`src/rtl/encrypt_v2_pkg.sv`:
```
// Shared types and cipher primitives (round, key schedule, key addition) for encrypt_v2.
// 64-bit block, 80-bit key substitution-permutation cipher.
package encrypt_v2_pkg;

  localparam int unsigned N_B = 64;
  localparam int unsigned N_K = 80;
  localparam int unsigned N_R = 31;

  typedef logic [N_B-1:0] blk_t;
  typedef logic [N_K-1:0] key_t;

  typedef enum logic [1:0] {
    ST_IDLE = 2'd0,
    ST_BUSY = 2'd1,
    ST_DONE = 2'd2
  } state_e;

  typedef struct packed {
    key_t key;
    blk_t blk;
  } req_t;

  function automatic logic [3:0] sbox4(input logic [3:0] x);
    logic [3:0] y;
    y = 4'h0;
    case (x)
      4'h0: y = 4'hC;
      4'h1: y = 4'h5;
      4'h2: y = 4'h6;
      4'h3: y = 4'hB;
      4'h4: y = 4'h9;
      4'h5: y = 4'h0;
      4'h6: y = 4'hA;
      4'h7: y = 4'hD;
      4'h8: y = 4'h3;
      4'h9: y = 4'hE;
      4'hA: y = 4'hF;
      4'hB: y = 4'h8;
      4'hC: y = 4'h4;
      4'hD: y = 4'h7;
      4'hE: y = 4'h1;
      default: y = 4'h2;
    endcase
    return y;
  endfunction

  function automatic blk_t sbox_layer(input blk_t s);
    blk_t r;
    r = '0;
    for (int n = 0; n < int'(N_B / 4); n++) begin
      r[4*n +: 4] = sbox4(s[4*n +: 4]);
    end
    return r;
  endfunction

  // Bit i moves to 16*(i mod 4) + i/4.
  function automatic blk_t p_layer(input blk_t s);
    blk_t r;
    r = '0;
    for (int i = 0; i < int'(N_B); i++) begin
      r[16*(i%4) + i/4] = s[i];
    end
    return r;
  endfunction

  function automatic blk_t round_fn(input blk_t b, input key_t k);
    return p_layer(sbox_layer(b ^ k[N_K-1 -: N_B]));
  endfunction

  function automatic key_t key_schedule(input key_t k, input logic [4:0] rc);
    key_t r;
    r = {k[18:0], k[N_K-1:19]};
    r[N_K-1 -: 4] = sbox4(r[N_K-1 -: 4]);
    r[19:15] = r[19:15] ^ rc;
    return r;
  endfunction

  function automatic blk_t key_addition(input blk_t b, input key_t k);
    return b ^ k[N_K-1 -: N_B];
  endfunction

endpackage

```
`src/rtl/encrypt_v2_round_step.sv`:
```
// One gated cipher stage: round then key schedule when r <= N_R, otherwise pass-through.
module encrypt_v2_round_step
  import encrypt_v2_pkg::*;
#(
  parameter int unsigned CNT_W = 6
) (
  input  logic [N_B-1:0]   blk_i,
  input  logic [N_K-1:0]   key_i,
  input  logic [CNT_W-1:0] r_i,
  output logic [N_B-1:0]   blk_o,
  output logic [N_K-1:0]   key_o
);

  logic en;

  assign en    = (r_i <= CNT_W'(N_R));
  // Round consumes the pre-schedule key of the same index.
  assign blk_o = en ? round_fn(blk_i, key_i) : blk_i;
  assign key_o = en ? key_schedule(key_i, r_i[4:0]) : key_i;

endmodule

```
`src/rtl/encrypt_v2.sv`:
```
// Iterative block cipher: UNROLL rounds per clock, valid/ready on request and result sides.
// c and out_valid are registered; in_ready is a decode of state and out_ready.
module encrypt_v2
  import encrypt_v2_pkg::*;
#(
  parameter int unsigned UNROLL = 1,
  parameter int unsigned RC_W   = 5
) (
  input  logic           clk,
  input  logic           rst_n,
  input  logic           in_valid,
  output logic           in_ready,
  input  logic [N_K-1:0] k,
  input  logic [N_B-1:0] m,
  output logic           out_valid,
  input  logic           out_ready,
  output logic [N_B-1:0] c,
  output logic           busy
);

  // Round-index register sized so rnd_q + UNROLL never wraps.
  localparam int unsigned CNT_MIN = $clog2(N_R + UNROLL + 1);
  localparam int unsigned CNT_W   = (RC_W > CNT_MIN) ? RC_W : CNT_MIN;

  if (UNROLL < 1 || UNROLL > N_R) begin : g_bad_unroll
    $error("encrypt_v2: UNROLL must be within 1..N_R");
  end
  if ((1 << CNT_W) <= (N_R + UNROLL)) begin : g_bad_cnt
    $error("encrypt_v2: round index width too small");
  end
  if ((1 << RC_W) <= N_R) begin : g_bad_rcw
    $error("encrypt_v2: RC_W cannot index N_R rounds");
  end

  state_e           state_q, state_d;
  blk_t             blk_q, blk_d;
  key_t             key_q, key_d;
  blk_t             c_q, c_d;
  logic             ov_q, ov_d;
  logic [CNT_W-1:0] rnd_q, rnd_d;

  req_t req;
  logic accept;
  logic last;

  blk_t blk_ch [UNROLL+1];
  key_t key_ch [UNROLL+1];

  assign req      = '{key: k, blk: m};
  assign in_ready = (state_q == ST_IDLE) || ((state_q == ST_DONE) && out_ready);
  assign accept   = in_valid && in_ready;
  assign last     = (rnd_q + CNT_W'(UNROLL)) > CNT_W'(N_R);

  assign blk_ch[0] = blk_q;
  assign key_ch[0] = key_q;

  for (genvar j = 0; j < int'(UNROLL); j++) begin : g_stage
    encrypt_v2_round_step #(
      .CNT_W(CNT_W)
    ) u_step (
      .blk_i(blk_ch[j]),
      .key_i(key_ch[j]),
      .r_i  (rnd_q + CNT_W'(j)),
      .blk_o(blk_ch[j+1]),
      .key_o(key_ch[j+1])
    );
  end

  // Next-state and datapath update.
  always_comb begin
    state_d = state_q;
    blk_d   = blk_q;
    key_d   = key_q;
    c_d     = c_q;
    ov_d    = ov_q;
    rnd_d   = rnd_q;
    case (state_q)
      ST_IDLE: begin
        if (accept) begin
          blk_d   = req.blk;
          key_d   = req.key;
          rnd_d   = CNT_W'(1);
          state_d = ST_BUSY;
        end
      end
      ST_BUSY: begin
        blk_d = blk_ch[UNROLL];
        key_d = key_ch[UNROLL];
        rnd_d = rnd_q + CNT_W'(UNROLL);
        if (last) begin
          c_d     = key_addition(blk_ch[UNROLL], key_ch[UNROLL]);
          ov_d    = 1'b1;
          state_d = ST_DONE;
        end
      end
      ST_DONE: begin
        if (out_ready) begin
          ov_d    = 1'b0;
          state_d = ST_IDLE;
          if (in_valid) begin
            blk_d   = req.blk;
            key_d   = req.key;
            rnd_d   = CNT_W'(1);
            state_d = ST_BUSY;
          end
        end
      end
      default: begin
        ov_d    = 1'b0;
        state_d = ST_IDLE;
      end
    endcase
  end

  always_ff @(posedge clk or negedge rst_n) begin
    if (!rst_n) begin
      state_q <= ST_IDLE;
      blk_q   <= '0;
      key_q   <= '0;
      c_q     <= '0;
      ov_q    <= 1'b0;
      rnd_q   <= '0;
    end else begin
      state_q <= state_d;
      blk_q   <= blk_d;
      key_q   <= key_d;
      c_q     <= c_d;
      ov_q    <= ov_d;
      rnd_q   <= rnd_d;
    end
  end

  assign c         = c_q;
  assign out_valid = ov_q;
  assign busy      = (state_q == ST_BUSY);

endmodule

```
`config.mk`:
```
export PLATFORM = sky130hd
export DESIGN_NAME = encrypt_v2
export DESIGN_NICKNAME = d
export VERILOG_FILES = /design/src/rtl/encrypt_v2_pkg.sv /design/src/rtl/encrypt_v2_round_step.sv /design/src/rtl/encrypt_v2.sv
export SDC_FILE = /design/constraint.sdc
export NUM_CORES = 1
export LEC_CHECK = 0
export ABC_AREA = 1
export BUFFER_PORTS_ARGS = -buffer_cell sky130_fd_sc_hd__buf_2
export CAP_MARGIN = 20
export CORE_MARGIN = 4
export CORE_UTILIZATION = 35
export DETAILED_ROUTE_END_ITERATION = 16
export PLACE_DENSITY_LB_ADDON = 0.2
export SLEW_MARGIN = 40
export SYNTH_ARGS = -nofsm -noshare
export SYNTH_HDL_FRONTEND = slang
export SYNTH_HIERARCHICAL = 1
export SYNTH_SLANG_ARGS = --single-unit
export TNS_END_PERCENT = 1
```
`constraint.sdc`:
```
create_clock -name clk -period 1.82 [get_ports clk]
set_input_delay 0.091 -clock clk [delete_from_list [all_inputs] [get_ports clk]]
set_output_delay 0.091 -clock clk [all_outputs]
set_load 0.01 [all_outputs]
```
# Yosys cells after proc, flatten, opt, wreduce, memory -nomap -nowiden
# Memories as Yosys holds them, arrays and structs flattened.
# Index checks and enable logic that the tools add are counted.
# Widths: inputs -> output; s select.
[classes]
muxes = 22
order_cmp = 2
n_eq_ne = 7
n_addsub = 1
bitwise_logic = 4
n_reduce_logical = 10
[ops]
columns = ["operator", "n"]
rows = [
  ["$mux 80", 4],
  ["$mux 64", 4],
  ["$pmux 80 s3", 1],
  ["$pmux 64 s3", 1],
  ["$xor 64x64->64", 2],
  ["$mux 6", 3],
  ["$pmux 6 s3", 1],
  ["$add 6x1->6 const B", 1],
  ["$gt 6x5->1 const B", 1],
  ["$le 6x5->1 const B", 1],
  ["$mux 2", 3],
  ["$ne 2x2->1 const B", 3],
  ["$pmux 2 s3", 1],
  ["$reduce_and 3->1", 2],
  ["$reduce_and 5->1", 1],
  ["$xor 5x5->5", 1],
  ["$ne 2x1->1 const B", 2],
  ["$reduce_and 4->1", 1],
  ["$mux 1", 3],
  ["$pmux 1 s3", 1],
  ["$reduce_bool 3->1", 1],
  ["$eq 2x1->1 const B", 1],
  ["$eq 2x2->1 const B", 1],
  ["$logic_and 1x1->1", 2],
  ["other kinds (4)", 4],
]
[totals]
n_memories = 17
mem_bits_ro = 1088
out_inout_bits = 67
ff_bits = 217
elab_cells = 70
[memory_table]
columns = ["name", "words", "width", "read_ports", "rd_clocked_by_memory_dff", "wr", "line_no", "text"]
rows = [
  ["(name not given)", 16, 4, 1, 0, 0, "encrypt_v2_pkg.sv:26", "case (x)"],
  ["(name not given)", 16, 4, 1, 0, 0, "encrypt_v2_pkg.sv:26", ""],
  ["(name not given)", 16, 4, 1, 0, 0, "encrypt_v2_pkg.sv:26", ""],
  ["(name not given)", 16, 4, 1, 0, 0, "encrypt_v2_pkg.sv:26", ""],
  ["(name not given)", 16, 4, 1, 0, 0, "encrypt_v2_pkg.sv:26", ""],
  ["(name not given)", 16, 4, 1, 0, 0, "encrypt_v2_pkg.sv:26", ""],
  ["11 more memories", "n/a", "n/a", "n/a", "n/a", "n/a", "n/a", ""],
]

# Logic depth before layout (Yosys ltp)
# Gate-level depths: netlist of run 1.
[depth]
word_depth = 6
ltp_mapped = 16

# By module
# Netlist of run 1, hierarchy kept.
[by_module_without_submodules]
columns = ["module", "area_per_inst_um2", "cells_each", "instances"]
rows = [
  ["encrypt_v2", 10814.1, 1476, 1],
  ["encrypt_v2_round_step", 6112.1, 1382, 1],
]

# Worst setup path before layout of run 1
# Ideal clock, no wire load.
[synth_timing]
path_type = "register -> register"
startpoint = "register key_q[17]"
endpoint = "register c_q[48] (netlist: c[48])"
stages_incl_launch_ff = 13
slack_ns = 0.076
required_ns = 1.754
t_arrival_ns = 1.678
setup_ns = 0.066
period_less_slack_ns = 1.744
path_cell_list = "dfrtp_1 buf_6 nand2_1 nand2_1 ha_1 nand2_1 nand2_1 nor2_1 nor2_1 nor2_1 xor2_1 nand4_1 nand2_1"
[synth_lines]
columns = ["element", "line_no", "text"]
rows = [
  ["start: declaration", "encrypt_v2.sv:37", "key_t key_q, key_d;"],
  ["start signal: assignment", "encrypt_v2.sv:126", "key_q <= key_d;"],
  ["end signal: assignment", "encrypt_v2.sv:120", "c_q <= '0;"],
  ["end signal: assignment", "encrypt_v2.sv:127", "c_q <= c_d;"],
  ["end: declaration", "encrypt_v2.sv:38", "blk_t c_q, c_d;"],
]

==> results of run 1 <==
==> worst reg2reg max path, cell delays in order (launching register included) <==
cell	delay, ns
dfrtp_1	0.41
inv_1	0.10
nand2_2	0.08
nand2_2	0.09
ha_4	0.28
nand2_2	0.05
nand2_2	0.06
nor2_2	0.06
nor2_4	0.24
nor2_4	0.09
xor2_2	0.18
nand4_1	0.11
nand2_1	0.07
==> worst paths after layout <==
kind | cells after the start | slack [ns] | to
min in group clk | 5 | 0.33 | out_valid$_DFFE_PN0P_
setup reg to reg | 12 | -0.1 | c[52]$_DFFE_PN0P_
setup / recovery | 12 | -0.1 | c[52]$_DFFE_PN0P_
hold / removal | 2 | 0.02 | c[47]$_DFFE_PN0P_
max in group asynchronous | 3 | 1.02 | c[5]$_DFFE_PN0P_
hold reg to reg | 2 | 0.47 | c[21]$_DFFE_PN0P_
==> state kept, by name, indices dropped and copies added (netlist names) <==
name / count
blk_q: 64
out_valid: 1
rnd_q: 6
state_q: 2
c: 64
key_q: 80
==> stage by stage <==
| step | utilization [%] | hold WS (ns) |
|---|---|---|
| finish | 51.6 | 0.0195 |
| global route | 51.6 | 0.0646 |
| CTS | 50.2 | 0.00799 |
| detailed placement | 43.5 | 0.0361 |
| global placement | 43.5 | 0.0384 |
| floorplan | - | -0.205 |
==> cells in the mapped netlist (all sizes together), types with 3 or more instances <==
cell | number | area, um2
a21oi | 5 | 25.0
buf | 102 | 561
clkbuf | 23 | 86.3
dfrtp | 217 | 5430
ha | 55 | 688
inv | 215 | 812
nand2 | 1794 | 6810
nand3 | 117 | 591
nand4 | 64 | 400
nor2 | 96 | 360
o211ai | 3 | 22.5
o21ai | 87 | 439
or2 | 3 | 18.8
xnor2 | 7 | 68.8
xor2 | 67 | 587
==> what timing repair did <==
item                                    in CTS  in global routing
endpoints found under the hold margin      364                  0
gates resized for setup                    157                162
gates cloned                                 0                  0
setup buffers                               18                 14
endpoints found under the setup margin      92                121
pin swaps                                   62                 81
hold buffers                               147                  0
==> logic make-up after synthesis <==
kind of cell	after synthesis
XOR/XNOR	74
AND/OR/NAND/NOR	2075
AO/OA/AOI/OAI	97
adder cells (fa/ha/maj)	55
buffers and inverters	340
flip-flops	217
==> metal layers <==
layer | vias to the layer above | track usage [%]
met3 | 105 | 2.84
li1 | 9909 | -
met5 | - | 0
met1 | 9308 | 35.0
met4 | 0 | 6.74
met2 | 578 | 44.7
==> layout by cell type, fill, tap and decap left out, types with 13 or more instances in the layout <==
cell / instances
o21ai_0: 77
ha_4: 24
nand2_1: 1637
nand3_2: 34
dlygate4sd3_1: 147
buf_4: 299
inv_2: 44
nand3_1: 81
clkbuf_16: 31
nand4_1: 64
nand2_2: 141
nor2_2: 13
xor2_1: 58
dfrtp_1: 213
nand2_4: 15
inv_1: 160
nor2_1: 74
buf_12: 23
buf_2: 212
ha_1: 29
==> final cells by class <==
type                            count  area [um2]  area share (%)
Multi-Input combinational cell   2301       11100            45.2
Timing Repair Buffer              696        5440            22.1
Sequential cell                   217        5440            22.1
Clock buffer                       44         905            3.67
Inverter                          215         845            3.43
Tap cell                          615         769            3.12
Clock inverter                     11        95.1           0.386
==> impl_results.md, run 1 <==
- Critical path type: flip-flop to flip-flop
- TritonRoute pass-1 iters: 5
- Cells after DPL: 3866
- WL final: 69.8 mm
- Final hold viol count: 0
- Pre-CTS setup slack: -0.247 ns
- Minimum clock period: 1.92 ns
- Horiz. Die Dim: 228 um
- Slew Limit Fails: 0
- Row cnt: 80
- # IOs: 215
- Max-cap violations: 0
- Post-synthesis adder-cell area fraction: 4.07%
- Max Fclk: 522 MHz
- Multiplexer area fraction after synthesis: 0%
- Initial DRC count: 1406
- Gr usage total: 26.0%
- Main combinational cell family by area after synthesis: simple AND/OR/NAND/NOR gates
- Top Layer Used: met4
- Yosys reg bits: 217
- Clk root buf: clkbuf_16
- Final instance area: 0.0246 mm2
- Vias after detailed routing: 19900
- Share of cells above drive strength 1: 26.3%
- Post-route clock skew: 0.0167 ns
- CTS H-tree lvls: 1
- TNS Setup: -0.715 ns
- Fin crit share: 105%
- Wire per inst: 17.0 um
- Layout area overhead: 45.5%
- Ys flop type: dfrtp_1
- M1 wire length: 30.3 mm
- Die height: 228 um
- Total grt overflow: 0
- Syn_nets: 3061
- Initial core utilization: 35.5%
- RSZ-0062 raised after global routing: true
- Failing checks: setup timing
- Status: finished, violations left
- IO Port Bufs: 214
- CP cell instances: inv_1 -> nand2_2 -> nand2_2 -> ha_4 -> nand2_2 -> nand2_2 -> nor2_2 -> nor2_4 -> nor2_4 -> xor2_2 -> nand4_1 -> nand2_1
- Post-route antenna net violation count: 0
- Hold crit path type: input port to asynchronous set/reset pin
- First-pass GRT wire length: 108 mm
- Worst r2r src: key_q[32]$_DFFE_PN0P_
- Endpoints failing setup: 22
- Crit-path max FO: 3
- Post-Syn Area per Cell: 5.92 um2
- Initial antenna violation count: 3
- Seq/Total Area, Yosys: 32.1%
- Post-synth cell types: 30
- Clock latency on the worst-skew pair: 0.59 ns
- Ys Warns: 6
- Critical path endpoint category: flip-flop
- Critical Path Start Type: flip-flop
- CTS Buf Count: 30
- # nets final: 3664
- Worst rel slew slack: 68.9%
- Clock Sinks: 217
- Ys async rst share: 100%
- Most frequent CP cell: nand2_2
- # fillers: 4733
- Synthesized area: 0.0169 mm2
- PnR worst setup slack: -0.0955 ns
- Max Root-Sink Buffers: 3
- EDFF count, synth: 0
- Area after DPL: 0.0208 mm2
- Fin cells: 4099
- Gpl congestion: 0.945
- Met2 WL: 33.4 mm
- Diodes inserted: 0
- Worst Max-Slew Pin Slew: 0.462 ns
- Clock Pin Slew Worst Setup and Hold Paths: 0.06 ns
- DR WL met3: 3.60 mm
- Largest net degree at the start of global routing: 92
- Worst Setup SP: key_q[32]$_DFFE_PN0P_
- Fraction of the mapped netlist area in compound gates: 2.96%
- Arr. time, crit path: 2.39 ns
- DRC Markers: 0
- Die Area: 0.0519 mm2
- Vias per Instance: 4.85
- Core Area: 0.0477 mm2
- Cell count after synthesis: 2858
- Synth Area in XOR/XNOR: 3.87%
- Post-DP HPWL: 50.1 mm
- Slowest-stage cell, CP: dfrtp_1
- Post-Synth Simple-Gate Area: 48.4%
- Crit path required time: 2.29 ns
- Buf/Inv on CP: 1
- Crit-path leading delay family: simple AND/OR/NAND/NOR gates
- CTS tree: done
- Number of global-route vias before repair: 19035
- CP max stage delay: 0.41 ns
Power of run 1 is not shown: default switching activity piles up to over one toggle a cycle in this logic, so the estimate is an artifact.
==> inputs of run 2 (changes only) <==
--- a/config.mk
+++ b/config.mk
@@ -9,7 +9,7 @@
 export BUFFER_PORTS_ARGS = -buffer_cell sky130_fd_sc_hd__buf_2
 export CAP_MARGIN = 20
 export CORE_MARGIN = 4
-export CORE_UTILIZATION = 35
+export CORE_UTILIZATION = 54
 export DETAILED_ROUTE_END_ITERATION = 16
 export PLACE_DENSITY_LB_ADDON = 0.2
 export SLEW_MARGIN = 40
==> impl_results.md, run 2 (synthesized netlist as in run 1, its figures left out) <==
- Status: finished, violations left
- Failing checks: setup timing
- Final hold viol count: 0
- Initial antenna violation count: 0
- Post-route antenna net violation count: 0
- Fin crit share: 105%
- Row cnt: 64
- Gr usage total: 37.9%
- Vias after detailed routing: 20722
- Endpoints failing setup: 18
- Horiz. Die Dim: 185 um
- Initial core utilization: 55.0%
- Critical path endpoint category: flip-flop
- Max Fclk: 524 MHz
- # IOs: 215
- RSZ-0062 raised after global routing: true
- Cells after DPL: 3634
- Wire per inst: 17.6 um
- Max-cap violations: 0
- # nets final: 3640
- Number of global-route vias before repair: 19143
- Arr. time, crit path: 2.41 ns
- Biggest register: key_q
- Worst rel slew slack: 63.9%
- Clk root buf: clkbuf_16
- Worst Max-Slew Pin Slew: 0.537 ns
- Largest net degree at the start of global routing: 81
- Core Area: 0.0307 mm2
- # fillers: 2263
- Pre-CTS setup slack: -0.197 ns
- Fin cells: 3850
- Die height: 185 um
- Share of cells above drive strength 1: 26.2%
- Crit path required time: 2.32 ns
- Diodes inserted: 0
- Critical path type: flip-flop to flip-flop
- PnR worst setup slack: -0.0896 ns
- Post-route clock skew: 0.0166 ns
- DRC Markers: 0
- Clock Sinks: 217
- Crit-path max FO: 4
- Clock Pin Slew Worst Setup and Hold Paths: 0.06 ns
- Die Area: 0.0342 mm2
- Total grt overflow: 0
- Gpl congestion: 0.961
- WL final: 67.8 mm
- Commonest non-fill, non-tap cell in the layout: nand2_1
- Minimum clock period: 1.91 ns
- Clock latency on the worst-skew pair: 0.56 ns
- CTS H-tree lvls: 1
- Layout area overhead: 42.3%
- Vias per Instance: 5.38
- Hold crit path type: input port to asynchronous set/reset pin
- IO Port Bufs: 214
- First-pass GRT wire length: 103 mm
- CTS Buf Count: 28
- TritonRoute pass-1 iters: 6
- Reg2Reg Depth: 15
- Post-DP HPWL: 46.6 mm
- Initial DRC count: 2213
- Most frequent cells in the layout: nand2_1, buf_4, dfrtp_1, buf_2, inv_1
- Critical Path Start Type: flip-flop
- Slew Limit Fails: 0
- Max Root-Sink Buffers: 3
- Max reg flops: 80
- Fin util: 78.3%
- CTS tree: done
run 2: final cells by class:
type                    count  area [um2]  area share [%]
repair buffers            674        5220            21.7
flip-flops and latches    217        5440            22.6
well taps                 396         495            2.06
clock buffers              39         823            3.42
inverters                 215         850            3.53
clock inverters             8        68.8           0.286
multi-input cells        2301       11200            46.5
run 2: critical path, stage by stage, from the launching register on:
cell and delay (ns):
dfrtp_1 0.40, inv_2 0.07, nand2_1 0.05, nand2_2 0.10, inv_4 0.06, ha_4 0.27, inv_1 0.05, nand2_1 0.06
nand3_1 0.09, nand2_2 0.11, nand2_2 0.06, nand2_2 0.07, xor2_1 0.15, buf_4 0.13, nand4_1 0.09, nand2_1 0.10
run 2: repair_timing:
action                                  in CTS  in global routing
pin swaps                                   22                 93
hold endpoints to repair                   364                  0
endpoints found under the setup margin      77                120
hold buffers                               147                  0
buffers inserted                             6                 20
resized for setup                          107                217
run 2: path summary, 6_finish.rpt:
check	slack, ns	start	endpoint
worst max register to register	-0.09	key_q[57]$_DFFE_PN0P_	c[10]$_DFFE_PN0P_
worst min register to register	0.47	c[25]$_DFFE_PN0P_	c[25]$_DFFE_PN0P_
worst min-delay path	0.07	rst_n	key_q[26]$_DFFE_PN0P_
max in group asynchronous	1.03	rst_n	key_q[52]$_DFFE_PN0P_
worst max-delay path	-0.09	key_q[57]$_DFFE_PN0P_	c[10]$_DFFE_PN0P_
min in group clk	0.37	m[38]	blk_q[38]$_DFFE_PN0P_
run 2: per-layer routing:
metal,vias up,GRT usage [%],routed length (um)
met3,212,5.95,6380
met2,1134,61.2,31200
met4,0,14.3,3300
met5,-,0,0
li1,9856,-,-
met1,9520,51.5,27000
run 2: through the flow:
stage	TNS [ns]	hold WS (ns)	area (um2)
floorplan	0	-0.205	16900
global placement	-2.46	0.0550	20400
detailed placement	-4.18	0.0609	20400
CTS	-0.741	0.0731	23200
global route	-7.37	0.0948	24100
finish	-0.590	0.0708	24100
Power of run 2 is left out for the same reason.
